==> config.mk <==
export PLATFORM = sky130hd
export DESIGN_NAME = result_sender_flat
export DESIGN_NICKNAME = d
export VERILOG_FILES = /design/src/rtl/result_sender_if.sv /design/src/rtl/result_sender.sv /design/src/flat_wrapper.sv
export SDC_FILE = /design/constraint.sdc
export NUM_CORES = 1
export LEC_CHECK = 0
export BUFFER_PORTS_ARGS = -buffer_cell sky130_fd_sc_hd__clkbuf_2
export CAP_MARGIN = 20
export CORE_ASPECT_RATIO = 0.9
export CORE_UTILIZATION = 23
export CTS_BUF_LIST = sky130_fd_sc_hd__clkbuf_4 sky130_fd_sc_hd__clkbuf_8
export CTS_CLUSTER_SIZE = 30
export DETAILED_ROUTE_END_ITERATION = 6
export SYNTH_ARGS = -nofsm -noshare
export SYNTH_HDL_FRONTEND = slang
export SYNTH_SLANG_ARGS = --single-unit
==> constraint.sdc <==
create_clock -name clk_11MHz -period 2.3 [get_ports clk_11MHz]
set_clock_uncertainty 0.05 [all_clocks]
set_input_delay 0 -clock clk_11MHz [delete_from_list [all_inputs] [get_ports clk_11MHz]]
set_output_delay 0 -clock clk_11MHz [all_outputs]
set_load 0.01 [all_outputs]
==> src/rtl/result_sender_if.sv <==
// result_sender_if: result-memory read port (rm_ena/rm_addra/rm_doa) and UART byte handshake (tx_data/tx_valid/tx_ready)
interface result_sender_if #(
  parameter int RES_ADDR_WIDTH = 4,
  parameter int RES_DATA_WIDTH = 16
);
  logic                      rm_ena;
  logic [RES_ADDR_WIDTH-1:0] rm_addra;
  logic [RES_DATA_WIDTH-1:0] rm_doa;
  logic [7:0]                tx_data;
  logic                      tx_valid;
  logic                      tx_ready;
  modport master(output rm_ena, rm_addra, tx_data, tx_valid, input rm_doa, tx_ready);
  modport slave(input rm_ena, rm_addra, tx_data, tx_valid, output rm_doa, tx_ready);
endinterface

==> src/rtl/result_sender.sv <==
// result_sender: reads n scores and streams FF 04 n {hi,lo}*n argmax FF over a valid/ready byte port; busy/done/StateLED status
module result_sender #(
  parameter int RES_ADDR_WIDTH = 4,
  parameter int RES_DATA_WIDTH = 16
) (
  input  logic                  clk_11MHz,
  input  logic                  resetn,
  input  logic                  start_send,
  input  logic [7:0]            num_class,
  result_sender_if.master       bus,
  output logic                  busy,
  output logic                  done,
  output logic [3:0]            StateLED
);
  typedef enum logic [3:0] {IDLE, HDR, TYPE, COUNT, RD_REQ, RD_WAIT, SC_HI, SC_LO, ARGMAX, TRAIL, FIN} state_t;
  localparam logic [8:0] CAP = 9'(2 ** RES_ADDR_WIDTH);
  state_t state_q, state_d;
  logic [8:0] n_q, n_d, k_q, k_d;
  logic [RES_DATA_WIDTH-1:0] score_q, score_d, max_q, max_d;
  logic [RES_ADDR_WIDTH-1:0] idx_q, idx_d;
  logic led_q, led_d;
  logic start, xfer, upd;
  logic [15:0] sc16;
  assign start = state_q == IDLE && start_send;
  assign xfer  = bus.tx_valid && bus.tx_ready;
  assign upd   = state_q == RD_WAIT && (k_q == '0 || $signed(bus.rm_doa) > $signed(max_q));
  assign sc16  = 16'($signed(score_q));
  always_ff @(posedge clk_11MHz or negedge resetn) begin
    if (!resetn) begin
      state_q <= IDLE;
      n_q     <= '0;
      k_q     <= '0;
      score_q <= '0;
      max_q   <= '0;
      idx_q   <= '0;
      led_q   <= 1'b0;
    end else begin
      state_q <= state_d;
      n_q     <= n_d;
      k_q     <= k_d;
      score_q <= score_d;
      max_q   <= max_d;
      idx_q   <= idx_d;
      led_q   <= led_d;
    end
  end
  always_comb begin
    state_d = state_q;
    case (state_q)
      IDLE:    state_d = start_send ? HDR : IDLE;
      HDR:     state_d = xfer ? TYPE : HDR;
      TYPE:    state_d = xfer ? COUNT : TYPE;
      COUNT:   state_d = !xfer ? COUNT : n_q != '0 ? RD_REQ : ARGMAX;
      RD_REQ:  state_d = RD_WAIT;
      RD_WAIT: state_d = SC_HI;
      SC_HI:   state_d = xfer ? SC_LO : SC_HI;
      SC_LO:   state_d = !xfer ? SC_LO : k_q + 9'd1 < n_q ? RD_REQ : ARGMAX;
      ARGMAX:  state_d = xfer ? TRAIL : ARGMAX;
      TRAIL:   state_d = xfer ? FIN : TRAIL;
      default: state_d = IDLE;
    endcase
  end
  always_comb begin
    n_d     = start ? ({1'b0, num_class} > CAP ? CAP : {1'b0, num_class}) : n_q;
    k_d     = start ? '0 : state_q == SC_LO && xfer ? k_q + 9'd1 : k_q;
    score_d = state_q == RD_WAIT ? bus.rm_doa : score_q;
    max_d   = start ? '0 : upd ? bus.rm_doa : max_q;
    idx_d   = start ? '0 : upd ? k_q[RES_ADDR_WIDTH-1:0] : idx_q;
    led_d   = start ? 1'b0 : state_q == FIN ? 1'b1 : led_q;
  end
  always_comb begin
    bus.tx_valid = state_q inside {HDR, TYPE, COUNT, SC_HI, SC_LO, ARGMAX, TRAIL};
    bus.tx_data  = state_q inside {HDR, TRAIL} ? 8'hFF :
                   state_q == TYPE   ? 8'h04 :
                   state_q == COUNT  ? n_q[7:0] :
                   state_q == SC_HI  ? sc16[15:8] :
                   state_q == SC_LO  ? sc16[7:0] :
                   state_q == ARGMAX ? 8'(idx_q) : 8'h00;
    bus.rm_ena   = state_q == RD_REQ;
    bus.rm_addra = state_q == RD_REQ ? k_q[RES_ADDR_WIDTH-1:0] : '0;
    busy         = state_q != IDLE && state_q != FIN;
    done         = state_q == FIN;
    StateLED     = {1'b0, led_q || state_q == FIN, state_q inside {RD_REQ, RD_WAIT, SC_HI, SC_LO},
                    state_q != IDLE && state_q != FIN};
  end
endmodule

==> src/flat_wrapper.sv <==
// flat-port wrapper written by rule: the top's interface ports become plain ports
module result_sender_flat 
#(
  parameter int RES_ADDR_WIDTH = 4,
  parameter int RES_DATA_WIDTH = 16
)
  (clk_11MHz, resetn, start_send, num_class, busy, done, StateLED, bus_rm_ena, bus_rm_addra, bus_tx_data, bus_tx_valid, bus_rm_doa, bus_tx_ready);
  result_sender_if #(.RES_ADDR_WIDTH(RES_ADDR_WIDTH), .RES_DATA_WIDTH(RES_DATA_WIDTH)) bus_i ();
  input  logic clk_11MHz;
  input  logic resetn;
  input  logic start_send;
  input  logic [7:0] num_class;
  output logic busy;
  output logic done;
  output logic [3:0] StateLED;
  output wire logic [$bits(bus_i.rm_ena)-1:0] bus_rm_ena;
  output wire logic [$bits(bus_i.rm_addra)-1:0] bus_rm_addra;
  output wire logic [$bits(bus_i.tx_data)-1:0] bus_tx_data;
  output wire logic [$bits(bus_i.tx_valid)-1:0] bus_tx_valid;
  input wire logic [$bits(bus_i.rm_doa)-1:0] bus_rm_doa;
  input wire logic [$bits(bus_i.tx_ready)-1:0] bus_tx_ready;
  assign bus_rm_ena = bus_i.rm_ena;
  assign bus_rm_addra = bus_i.rm_addra;
  assign bus_tx_data = bus_i.tx_data;
  assign bus_tx_valid = bus_i.tx_valid;
  assign bus_i.rm_doa = bus_rm_doa;
  assign bus_i.tx_ready = bus_tx_ready;
  result_sender #(.RES_ADDR_WIDTH(RES_ADDR_WIDTH), .RES_DATA_WIDTH(RES_DATA_WIDTH)) u_core (.clk_11MHz(clk_11MHz), .resetn(resetn), .start_send(start_send), .num_class(num_class), .bus(bus_i), .busy(busy), .done(done), .StateLED(StateLED));
endmodule
Word level (Yosys, flattened, before mapping)
Index checks and enable logic that the tools add are counted.
- input bits: 28
- output and inout port bits: 20
- register bits: 59
- bits in latches: 0
- bits in read-only memories: 0
- memories kept: 0
- word-level logic and storage cells: 66
- memory bits (writable): 0
- divide/modulo/power cells: 0
- add/sub/neg operators: 1
- bitwise gates (word level): 0
- $lt $le $gt $ge: 3
- shift-type cells: 0
- $mul: 0
- reduce and logical (&&, ||, !) cells: 17
- equal/unequal tests: 11
- mux-type cells: 27
- operators with widths (kind ; count):
    two-way mux 8 bit ; 6
    one-hot mux 4 bit (10 select lines) ; 1
    two-way mux 16 bit ; 2
    two-way mux 4 bit ; 8
    two-way mux 9 bit ; 2
    equality test 4 x 3 -> 1 bit (second input constant) ; 4
    greater-than comparator 16 bit ; 1
    equality test 4 bit (second input constant) ; 3
    adder 9 x 1 -> 9 bit (second input constant) ; 1
    zero test 9 bit ; 1
    < comparator 9 bit ; 1
    nonzero test 9 bit ; 1
    equality test 4 x 2 -> 1 bit (second input constant) ; 2
    greater-than comparator 8 x 5 -> 1 bit (second input constant) ; 1
    nonzero test 2 bit ; 4
    nonzero test 4 bit ; 2
    nonzero test 7 bit ; 1
    two-way mux 1 bit ; 6
    logical AND 1 bit ; 5
    equality test 4 x 1 -> 1 bit (second input constant) ; 1
    zero test 4 bit ; 1
    two-way mux 2 bit ; 2
    != test 4 bit (second input constant) ; 1
    logical OR 1 bit ; 2

Longest topological paths before layout
Gate-level depths: netlist (run 1).
- depth in word-level cells: 7
- depth in mapped cells: 10
- mapped depth without buffers: 9

Least setup slack after synthesis (run 1)
OpenSTA, ideal clock, no wires.
- path type: reg2reg
- start point: register u_core.k_q[2]
- end point: register u_core.state_q[2]
- path buffers: 1
- stages on the path, launching flop included: 11
- setup slack: 140 ps
- library setup time: 64 ps
- arrival: 2046 ps
- cells stage by stage: dfrtp_1 > buf_2 > and3_1 > and3_1 > xor2_1 > ha_1 > a21o_1 > a21oi_1 > o21ai_0 > a311oi_1 > a21o_1
- word-level cells in the longest chain between the ends: 5
- ends and longest elaborated chain (item ; line ; source):
    start, declared ; result_sender.sv:18 ; logic [8:0] n_q, n_d, k_q, k_d;
    start signal, assigned ; result_sender.sv:40 ; k_q <= k_d;
    adder 9 x 1 -> 9 bit ; result_sender.sv:57 ; SC_LO: state_d = !xfer ? SC_LO : k_q + 9'd1 < n_q ? RD_REQ : ARGMAX;
    < comparator 9 bit ; result_sender.sv:57 ;
    two-way mux 4 bit (2 in a row) ; result_sender.sv:57 ;
    one-hot mux 4 bit (10 select lines) ; result_sender.sv:49 ; case (state_q)
    via u_core.state_d[2] ; result_sender.sv:17 ; state_t state_q, state_d;
    end signal, assigned ; result_sender.sv:38 ; state_q <= state_d;
    end, declared ; result_sender.sv:17 ;
The timed path passes the listed nets, and every way through them passes these cells.
A chain may end at the register's enable or synchronous reset.

Final worst setup path (run 1)
- start point: register u_core.k_q[4]
- end point: register u_core.state_q[3]
The elaborated chain is that of the path after synthesis.

==> flow_summary.yaml, run 1 <==
outcome:
  outcome: "complete, no violations"
cts:
  clk-insertion-delay-late_ps: 340
  cts.sinks: 58
  cts_tree: "done"
  numCtsBuffers: 9
  cts-root-buf: "clkbuf_8"
  path_clk_slew_ps: 70
  clk_path_buf_depth: 2
  h-tree-depth: 3
detailed_routing:
  remaining_routing_drc_violations: 0
  routed_wire_length_per_instance_um: 13.74
  firstDrtPassIters: 4
  first_iter_violations: 199
  detail_route.wirelength_um: 9539
  route.detailed.vias_per_inst: 4.563
  antenna_violation_net_count_after_detailed_routing: 0
  vias: 3167
finish:
  drive_gt1_frac: 0.2215
  syn_to_final_growth_pct: 28.58
  multi_input_comb_area_sq_um: 1886
  fill_cells: 1659
  number_of_nets_in_the_finished_design: 541
  seq_area_sq_um: 1453
  layout_common_cells: "57 x dfrtp_1, 54 x nand2_1, 49 x inv_1"
  postLayoutCoreUtil: 0.3022
  mostFrequentLayoutCell: "dfrtp_1"
  final_cell_count_no_fill: 694
  antenna_cells_inserted: 0
setup_path:
  worst-path-buf-inv: 0
  worst_path_largest_cell_delay_ps: 400
  timing.critical_path.max_delay_family: "compound AO/OA/AOI/OAI gates"
  crit_path_frequent_cell: "a21oi_1"
  setup.worst_path.class: "register to register"
  path_max_fanout: 4
  critPathRequiredTime_ps: 2460
  worst_setup_path_start_kind: "register"
  timing.critical_path.slowest_stage_cell: "dfrtp_1"
  crit_chain: "and3_1 -> and3_2 -> xor2_1 -> ha_1 -> a21o_1 -> a21oi_1 -> o21ai_1 -> a21oi_1 -> o21ai_0"
  endpoint_kind: "register"
  worst-endpoint-arrival_ps: 2340
job:
  maxCapViolCount: 0
grt:
  largest_net_degree_at_the_start_of_global_routing: 36
  number_of_global_route_vias_before_repair: 3120
  global_route.overflow_total: 0
  grt_first_pass_wirelength_um: 15550
  antenna_violations_before_repair: 0
  track_usage: 0.1224
placed_design:
  place_inst: 649
  port_buf_inserts: 46
  place_congestion: 0.8579
  detailedPlacementHpwl_um: 7242
timing:
  max_slew.worst_pin.slew_ps: 835.1
  setup_viol_count_final: 0
  fmaxAchievable_mhz: 459.7
  report.final.slew_viol_count: 0
  final.min_clock_period_ps: 2176
  slew_headroom: 0.4382
  rsz0062_at_grt: "yes"
  final.hold.worst_slack_ps: 185.6
  finalHoldViolations: 0
  final.period_utilization: 0.9459
  totalNegativeSetupSlack_ps: 0
floorplan:
  rows: 43
  die_width_um: 134.2
  floorplan.initialDensity: 0.2350
  core_region_area_sq_um: 15390
  die_height_um: 121.0
  num_io_pins: 48
  floorplan.die_area_sq_um: 16230
power_and_ir_drop:
  vdd.ir_drop.worst_mv: 0.3076
  power.leakage_nw: 2.218
  power_per_unit_of_standard_cell_area_nw_per_um2: 1074
synthesis:
  synth_nets: 458
  synth-edff-count: 0
  synth_cell_type_count: 45
  synth_cells: 405
  synthFlopType: "dfrtp_1"
  synth-async-reset-ratio: 1.000
  synth.ff_latch_count: 58
  avgSynthCellArea_sq_um: 8.928
  netlist_area_sq_um: 3616
  synth_warnings: 0
  seq_area_frac_synth: 0.4014
worst_hold_path:
  hp-class: "primary input to asynchronous set/reset pin"
==> worst paths after layout <==
check | startpoint | to | slack [ps] | cells past startpoint
max | u_core.k_q[4]$_DFFE_PN0P_ | u_core.state_q[3]$_DFF_PN0_ | 120 | 9
min | resetn | u_core.max_q[1]$_DFFE_PN0P_ | 190 | 2
max reg2reg | u_core.k_q[4]$_DFFE_PN0P_ | u_core.state_q[3]$_DFF_PN0_ | 120 | 9
min reg2reg | u_core.sc16[8]$_DFFE_PN0P_ | u_core.sc16[8]$_DFFE_PN0P_ | 460 | 1
max in group asynchronous | resetn | u_core.state_q[2]$_DFF_PN0_ | 1380 | 3
min in group clk_11MHz | bus_rm_doa[7] | u_core.max_q[7]$_DFFE_PN0P_ | 420 | 4
==> cells in the mapped netlist, types with 2 or more instances <==
cell type,number,area (sq um)
buf_2,3,15.01
or2_2,3,18.77
and3_1,5,31.28
inv_1,49,183.9
nand2_1,54,202.7
nand4_1,4,25.02
nand2b_1,3,18.77
a21o_1,2,15.01
nand3_1,9,45.04
clkbuf_1,9,33.78
buf_1,2,7.510
nor2_1,23,86.33
a22o_1,7,61.31
xnor2_1,4,35.03
o22ai_1,6,37.54
ha_1,25,312.8
nor2b_1,5,31.28
dfrtp_1,58,1451
a211oi_1,2,15.01
xor2_1,4,35.03
buf_6,3,33.78
buf_4,3,22.52
and2_1,3,18.77
nor4_1,10,62.56
nor3_1,2,10.01
a32oi_1,2,17.52
mux2_2,15,168.9
a21oi_1,25,125.1
o31ai_1,3,22.52
o21ai_0,24,120.1
a31oi_1,4,25.02
mux2i_1,21,210.2
==> sequential cells by signal, indices dropped and copies added, names as in the netlist <==
signal	flops
u_core.idx_q	4
u_core.state_q	4
u_core.k_q	9
u_core.led_q	1
u_core.sc16	16
u_core.n_q	8
u_core.max_q	16
==> cell type report <==
type / count / share of cell area
clock buffer: 9 / 0.02664
clock inverter: 6 / 0.01776
inverter: 49 / 0.03956
multi-input combinational: 278 / 0.4055
sequential: 58 / 0.3124
tap: 202 / 0.05436
timing repair buffer: 92 / 0.1437
==> per-layer routing <==
layer,wire (um),global-route usage
met4,193,0.05126
met1,4509,0.1608
met2,4412,0.1949
met3,424,0.02548
met5,0,0
==> what timing repair did <==
item | in CTS | in global routing
buffers inserted | 0 | 1
hold buffers | 29 | 0
resized for setup | 0 | 10
endpoints found under the setup margin | 0 | 12
endpoints found under the hold margin | 64 | 0
==> power by group <==
group | leakage (nW) | switching (mW) | internal (mW) | total, mW
Sequential | 0.708 | 0.234 | 1.39 | 1.62
Clock | 0.105 | 0.411 | 0.597 | 1.01
Combinational | 1.40 | 1.27 | 1.09 | 2.36
Total | 2.22 | 1.92 | 3.07 | 4.99
==> stage by stage <==
step	total power, mW	setup slack [ps]	area, sq um
after floorplan	3.257	139.7	3616
after global placement	3.867	163.2	4119
after detailed placement	3.936	49.45	4119
after CTS	5.008	47.11	4616
after global routing	5.375	-14.57	4649
final	4.993	124.5	4649
==> kinds of logic (layout without fill, tap and decap cells) <==
| kind of cell | after synthesis | in the layout | synth area share |
|---|---|---|---|
| AOI/OAI and AO/OA | 82 | 82 | 0.1408 |
| xor gates and xnor gates | 8 | 8 | 0.01938 |
| adders and majority gates | 25 | 25 | 0.08651 |
| buffers and inverters | 69 | 156 | 0.08201 |
| DFF | 58 | 58 | 0.4014 |
| muxes | 36 | 36 | 0.1048 |
| other | 1 | 1 | 0.001037 |
| and+or+nand+nor | 126 | 126 | 0.1640 |
(Power assumes the default switching activity.)
==> run 2: changes to the inputs <==
--- a/config.mk
+++ b/config.mk
@@ -12,6 +12,7 @@
 export CTS_BUF_LIST = sky130_fd_sc_hd__clkbuf_4 sky130_fd_sc_hd__clkbuf_8
 export CTS_CLUSTER_SIZE = 30
 export DETAILED_ROUTE_END_ITERATION = 6
+export SLEW_MARGIN = 20
 export SYNTH_ARGS = -nofsm -noshare
 export SYNTH_HDL_FRONTEND = slang
 export SYNTH_SLANG_ARGS = --single-unit
==> constraint.sdc (replaced) <==
create_clock -name clk_11MHz -period 1.8 [get_ports clk_11MHz]
set_clock_uncertainty 0.05 [all_clocks]
set_input_delay 0 -clock clk_11MHz [delete_from_list [all_inputs] [get_ports clk_11MHz]]
set_output_delay 0 -clock clk_11MHz [all_outputs]
set_load 0.01 [all_outputs]
==> run 2 against run 1 <==
Net effect: the flow now finishes with violations (negative setup slack); non-clock buffer count increased by 44; critical path depth unchanged; utilization increased by 4.4 points; power increased by 50%; combinational power increased by 75%; design area increased by 15%; maximum frequency decreased by 1.3%; via count increased by 7.9%.
==> flow_summary.yaml, run 2 (synthesis gave the netlist of run 1 again) <==
cts:
  cts.sinks: 58
  clk_path_buf_depth: 2
  numCtsBuffers: 9
  cts-root-buf: "clkbuf_8"
  clk-insertion-delay-late_ps: 360
  h-tree-depth: 3
  path_clk_slew_ps: 70
  cts_tree: "done"
grt:
  track_usage: 0.1424
  largest_net_degree_at_the_start_of_global_routing: 32
  grt.busiest_layer: "met2"
  grt_first_pass_wirelength_um: 17710
  globalRouteMet1Util: 0.1710
  number_of_global_route_vias_before_repair: 3541
  groute.layer.met2.usage: 0.2341
  global_route.overflow_total: 0
  grt_use_met3: 0.02632
  antenna_violations_before_repair: 0
setup_path:
  r2r_setup_slack_ps: -400
  critical_path.reg2reg.startpoint: "u_core.max_q[5]$_DFFE_PN0P_"
  path_max_fanout: 7
  endpoint_kind: "register"
  critPathRequiredTime_ps: 2020
  timing.critical_path.max_delay_family: "compound AO/OA/AOI/OAI gates"
  worst-endpoint-arrival_ps: 2420
  ff2ff_path_depth: 9
  worst_path_largest_cell_delay_ps: 410
  worst-path-buf-inv: 3
  timing.rr.end: "u_core.max_q[10]$_DFFE_PN0P_"
  crit_chain: "inv_2 -> ha_4 -> nand4_1 -> o41ai_2 -> a211oi_2 -> a21oi_2 -> buf_4 -> buf_12 -> mux2i_2"
  worst_setup_path_start_kind: "register"
  setup.worst_path.class: "register to register"
  timing.critical_path.slowest_stage_cell: "o41ai_2"
floorplan:
  die_height_um: 121.0
  core_region_area_sq_um: 15390
  floorplan.die_area_sq_um: 16230
  floorplan.initialDensity: 0.2350
  die_width_um: 134.2
  num_io_pins: 48
  rows: 43
timing:
  final.hold.worst_slack_ps: 137.4
  max_slew.worst_pin.slew_ps: 659.5
  final.period_utilization: 1.224
  slew_headroom: 0.5563
  totalNegativeSetupSlack_ps: -8040
  rsz0062_at_grt: "yes"
  final.setup.worst_slack_ps: -403.5
  setup_viol_count_final: 25
  final.min_clock_period_ps: 2204
  report.final.slew_viol_count: 0
  finalHoldViolations: 0
  fmaxAchievable_mhz: 453.8
outcome:
  outcome: "complete, but fails checks"
  failed_checks: "negative setup slack"
detailed_routing:
  vias: 3416
  first_iter_violations: 166
  remaining_routing_drc_violations: 0
  route.detailed.vias_per_inst: 4.622
  routed_wire_length_per_instance_um: 15.12
  firstDrtPassIters: 4
  antenna_violation_net_count_after_detailed_routing: 0
  detail_route.wirelength_um: 11170
placed_design:
  detailedPlacementHpwl_um: 7736
  port_buf_inserts: 46
  place_congestion: 0.8546
  place_inst: 676
finish:
  syn_to_final_growth_pct: 47.47
  fill_cells: 1560
  number_of_nets_in_the_finished_design: 585
  postLayoutCoreUtil: 0.3466
  final_cell_count_no_fill: 739
  mostFrequentLayoutCell: "dfrtp_1"
  antenna_cells_inserted: 0
  drive_gt1_frac: 0.3631
  layout_common_cells: "53 x dfrtp_1, 52 x nand2_1, 48 x buf_4"
job:
  maxCapViolCount: 0
power_and_ir_drop:
  vdd.ir_drop.worst_mv: 0.4533
  power.leakage_nw: 2.537
  power_per_unit_of_standard_cell_area_nw_per_um2: 1402
worst_hold_path:
  hp-class: "primary input to asynchronous set/reset pin"
run 2: cell types whose count changed in the layout (fill, tap and decap cells not counted), moves of 5 or more:
cell / change
o21ai_0: -6
a21oi_1: -8
buf_2: +6
o21ai_1: +6
buf_4: +34
a21oi_2: +8
buf_6: +5
clkbuf_2: -7
nor4_1: -5
run 2: final cells by class:
type	instances	area [sq um]	share of cell area
Sequential cell	58	1458	0.2733
Inverter	49	183.9	0.03449
Tap cell	202	252.7	0.04740
Clock buffer	11	151.4	0.02839
Multi-Input combinational cell	278	2122	0.3979
Timing Repair Buffer	136	1112	0.2086
Clock inverter	5	52.55	0.009855
run 2: metrics by stage:
stage | total power, mW | cell area, sq um | worst slack [ps]
floorplan | 4.194 | 3645 | -217.3
global placement | 5.176 | 4344 | -208.8
detailed placement | 5.295 | 4344 | -322.0
CTS | 7.086 | 5090 | -294.5
global route | 7.982 | 5333 | -510.7
finish | 7.478 | 5333 | -403.5
run 2: repair_timing:
item	CTS	global route
setup endpoints to repair	34	51
hold endpoints to repair	62	0
gates resized for setup	41	43
hold buffers	28	0
pin swaps	13	16
buffers inserted	9	7
gates cloned	1	2
run 2: power breakdown:
part           internal (mW)  switching [mW]
Clock                  0.706           0.548
Combinational           2.08            2.05
Sequential              1.78           0.317
run 2: layer usage:
| metal | part of all wire | routed length, um | up-vias |
|---|---|---|---|
| met3 | 0.044 | 494 | 29 |
| met2 | 0.47 | 5293 | 85 |
| li1 | - | - | 1638 |
| met5 | 0 | 0 | - |
| met4 | 0.037 | 409 | 0 |
| met1 | 0.45 | 4972 | 1664 |
run 2: how the worst max path moves through the flow:
| stage | from | to | slack [ps] | depth (start not counted) |
|---|---|---|---|---|
| floorplan | u_core.k_q[2]$_DFFE_PN0P_ | u_core.state_q[2]$_DFF_PN0_ | -220 | 10 |
| global placement | u_core.k_q[0]$_DFFE_PN0P_ | u_core.state_q[2]$_DFF_PN0_ | -210 | 9 |
| global route | u_core.max_q[5]$_DFFE_PN0P_ | u_core.max_q[7]$_DFFE_PN0P_ | -510 | 9 |
| finish | u_core.max_q[5]$_DFFE_PN0P_ | u_core.max_q[10]$_DFFE_PN0P_ | -400 | 9 |
| CTS | u_core.max_q[5]$_DFFE_PN0P_ | u_core.max_q[4]$_DFFE_PN0P_ | -290 | 9 |
| detailed placement | u_core.max_q[5]$_DFFE_PN0P_ | u_core.max_q[0]$_DFFE_PN0P_ | -320 | 8 |
run 2: worst reg2reg max path, stage by stage (launching register included):
cell      delay [ps]
dfrtp_1          370
inv_2             50
ha_4             250
nand4_1          190
o41ai_2          410
a211oi_2         130
a21oi_2          160
buf_4            160
buf_12           140
mux2i_2          210
==> run 3: changes to the inputs <==
--- a/config.mk
+++ b/config.mk
@@ -12,6 +12,7 @@
 export CTS_BUF_LIST = sky130_fd_sc_hd__clkbuf_4 sky130_fd_sc_hd__clkbuf_8
 export CTS_CLUSTER_SIZE = 30
 export DETAILED_ROUTE_END_ITERATION = 6
+export MAX_ROUTING_LAYER = met4
 export SLEW_MARGIN = 20
 export SYNTH_ARGS = -nofsm -noshare
 export SYNTH_HDL_FRONTEND = slang
==> run 3 against run 2 <==
Net effect: the run still ends with negative setup slack left; maximum frequency increased by 6.2%; sequential power about the same; register-to-register slack improved by 130 ps; utilization decreased by 0.31 points; first-iteration DRC count decreased by 3.0%; clock power increased by 9%; via count about the same; count of clock-buffer cells in the layout unchanged; worst setup slack improved by 130 ps; die area unchanged; non-clock buffer count decreased by 1; critical endpoint is now u_core.max_q[3]$_DFFE_PN0P_; largest power group unchanged; highest routed layer unchanged.
==> flow_summary.yaml, run 3 (synthesis gave the netlist of run 1 again) <==
cts:
  numCtsBuffers: 9
  cts_tree: "done"
  cts-root-buf: "clkbuf_8"
  h-tree-depth: 3
  clk_path_buf_depth: 2
  path_clk_slew_ps: 70
  clk-insertion-delay-late_ps: 340
  cts.sinks: 58
setup_path:
  worst-endpoint-arrival_ps: 2280
  setup.worst_path.class: "register to register"
  ff2ff_path_depth: 8
  critPathRequiredTime_ps: 2010
  path_max_fanout: 7
  endpoint_kind: "register"
  worst_setup_path_start_kind: "register"
job:
  maxCapViolCount: 0
detailed_routing:
  firstDrtPassIters: 4
  routed_wire_length_per_instance_um: 14.51
  remaining_routing_drc_violations: 0
  route.detailed.vias_per_inst: 4.627
  first_iter_violations: 161
  antenna_violation_net_count_after_detailed_routing: 0
  vias: 3415
  detail_route.wirelength_um: 10710
power_and_ir_drop:
  vdd.ir_drop.worst_mv: 0.3962
  power_per_unit_of_standard_cell_area_nw_per_um2: 1403
  power.leakage_nw: 2.500
timing:
  slew_headroom: 0.5184
  final.period_utilization: 1.152
  fmaxAchievable_mhz: 482.1
  report.final.slew_viol_count: 0
  final.min_clock_period_ps: 2074
  max_slew.worst_pin.slew_ps: 715.8
  finalHoldViolations: 0
  setup_viol_count_final: 24
  rsz0062_at_grt: "yes"
  final.setup.worst_slack_ps: -274.2
finish:
  fill_cells: 1607
  multi_input_comb_area_sq_um: 2130
  layout_common_cells: "55 x dfrtp_1, 52 x nand2_1, 50 x buf_4"
  mostFrequentLayoutCell: "dfrtp_1"
  syn_to_final_growth_pct: 46.16
  postLayoutCoreUtil: 0.3435
  number_of_nets_in_the_finished_design: 584
  seq_area_sq_um: 1455
  drive_gt1_frac: 0.3545
  antenna_cells_inserted: 0
  finalInstanceArea_sq_um: 5285
floorplan:
  num_io_pins: 48
  die_height_um: 121.0
  floorplan.die_area_sq_um: 16230
  die_width_um: 134.2
  core_region_area_sq_um: 15390
  rows: 43
  floorplan.initialDensity: 0.2350
outcome:
  failed_checks: "negative setup slack"
  outcome: "complete, but fails checks"
placed_design:
  detailedPlacementHpwl_um: 7577
  port_buf_inserts: 46
  place_congestion: 0.8792
  post_dp_cell_area_sq_um: 4352
grt:
  grt_first_pass_wirelength_um: 16990
  track_usage: 0.1390
  antenna_violations_before_repair: 0
  largest_net_degree_at_the_start_of_global_routing: 32
  number_of_global_route_vias_before_repair: 3386
  global_route.overflow_total: 0
worst_hold_path:
  hp-class: "primary input to asynchronous set/reset pin"
run 3: worst max-delay path: stages (launching register included):
cell and delay [ps]:
dfrtp_1 360, inv_2 50, ha_4 260, nand4_1 140, o41ai_2 340, a211oi_2 140
a21oi_4 240, buf_12 180, mux2i_2 220
run 3: metrics by stage:
stage	hold WS, ps	power [mW]	setup TNS [ps]	std cells	worst slack (ps)
2_1_floorplan	-345.6	4.194	-1210	405	-217.3
3_3_place_gp	-109.9	5.182	-3918	677	-211.8
3_5_place_dp	-94.10	5.279	-6057	677	-312.8
4_1_cts	68.91	6.946	-5230	731	-288.6
5_1_grt	96.92	7.943	-8055	738	-370.0
6_report	64.43	7.413	-5235	738	-274.2
run 3: per-layer routing:
metal  GRT usage  vias to the layer above  wire (um)
met5           -                        -          0
met4     0.07303                        0        355
met3     0.02214                       26        521
met2      0.2102                       89       4892
met1      0.1791                     1657       4941
li1            -                     1643          -
run 3: worst paths after layout:
check                                                     to                         from  slack (ps)
worst min register to register    u_core.sc16[8]$_DFFE_PN0P_   u_core.sc16[8]$_DFFE_PN0P_         460
worst min-delay path            u_core.max_q[12]$_DFFE_PN0P_                       resetn          60
max in group asynchronous        u_core.state_q[0]$_DFF_PN0_                       resetn         930
min in group clk_11MHz             u_core.n_q[7]$_DFFE_PN0P_                   start_send         430
worst max register to register   u_core.max_q[3]$_DFFE_PN0P_  u_core.max_q[7]$_DFFE_PN0P_        -270
worst max-delay path             u_core.max_q[3]$_DFFE_PN0P_  u_core.max_q[7]$_DFFE_PN0P_        -270
run 3: area by class of cell:
class	instances	area share
sequential	58	0.2753
timing repair buffer	135	0.1970
clock inverter	5	0.01468
clock buffer	11	0.02746
tap	202	0.04782
inverter	49	0.03480
multi-input combinational	278	0.4029
run 3: repair_timing:
item / CTS / global route
hold buffers: 28 / 0
gates resized for setup: 26 / 47
endpoints found under the hold margin: 81 / 0
buffers inserted: 10 / 6
gates cloned: 0 / 1
endpoints found under the setup margin: 32 / 52
pin swaps: 7 / 12
run 3: power breakdown:
part | leakage [nW] | switching (mW) | total [mW] | internal (mW)
clock network | 0.113 | 0.528 | 1.36 | 0.827
registers | 0.705 | 0.306 | 2.09 | 1.78
logic | 1.68 | 2.00 | 3.97 | 1.97
total | 2.50 | 2.84 | 7.41 | 4.58
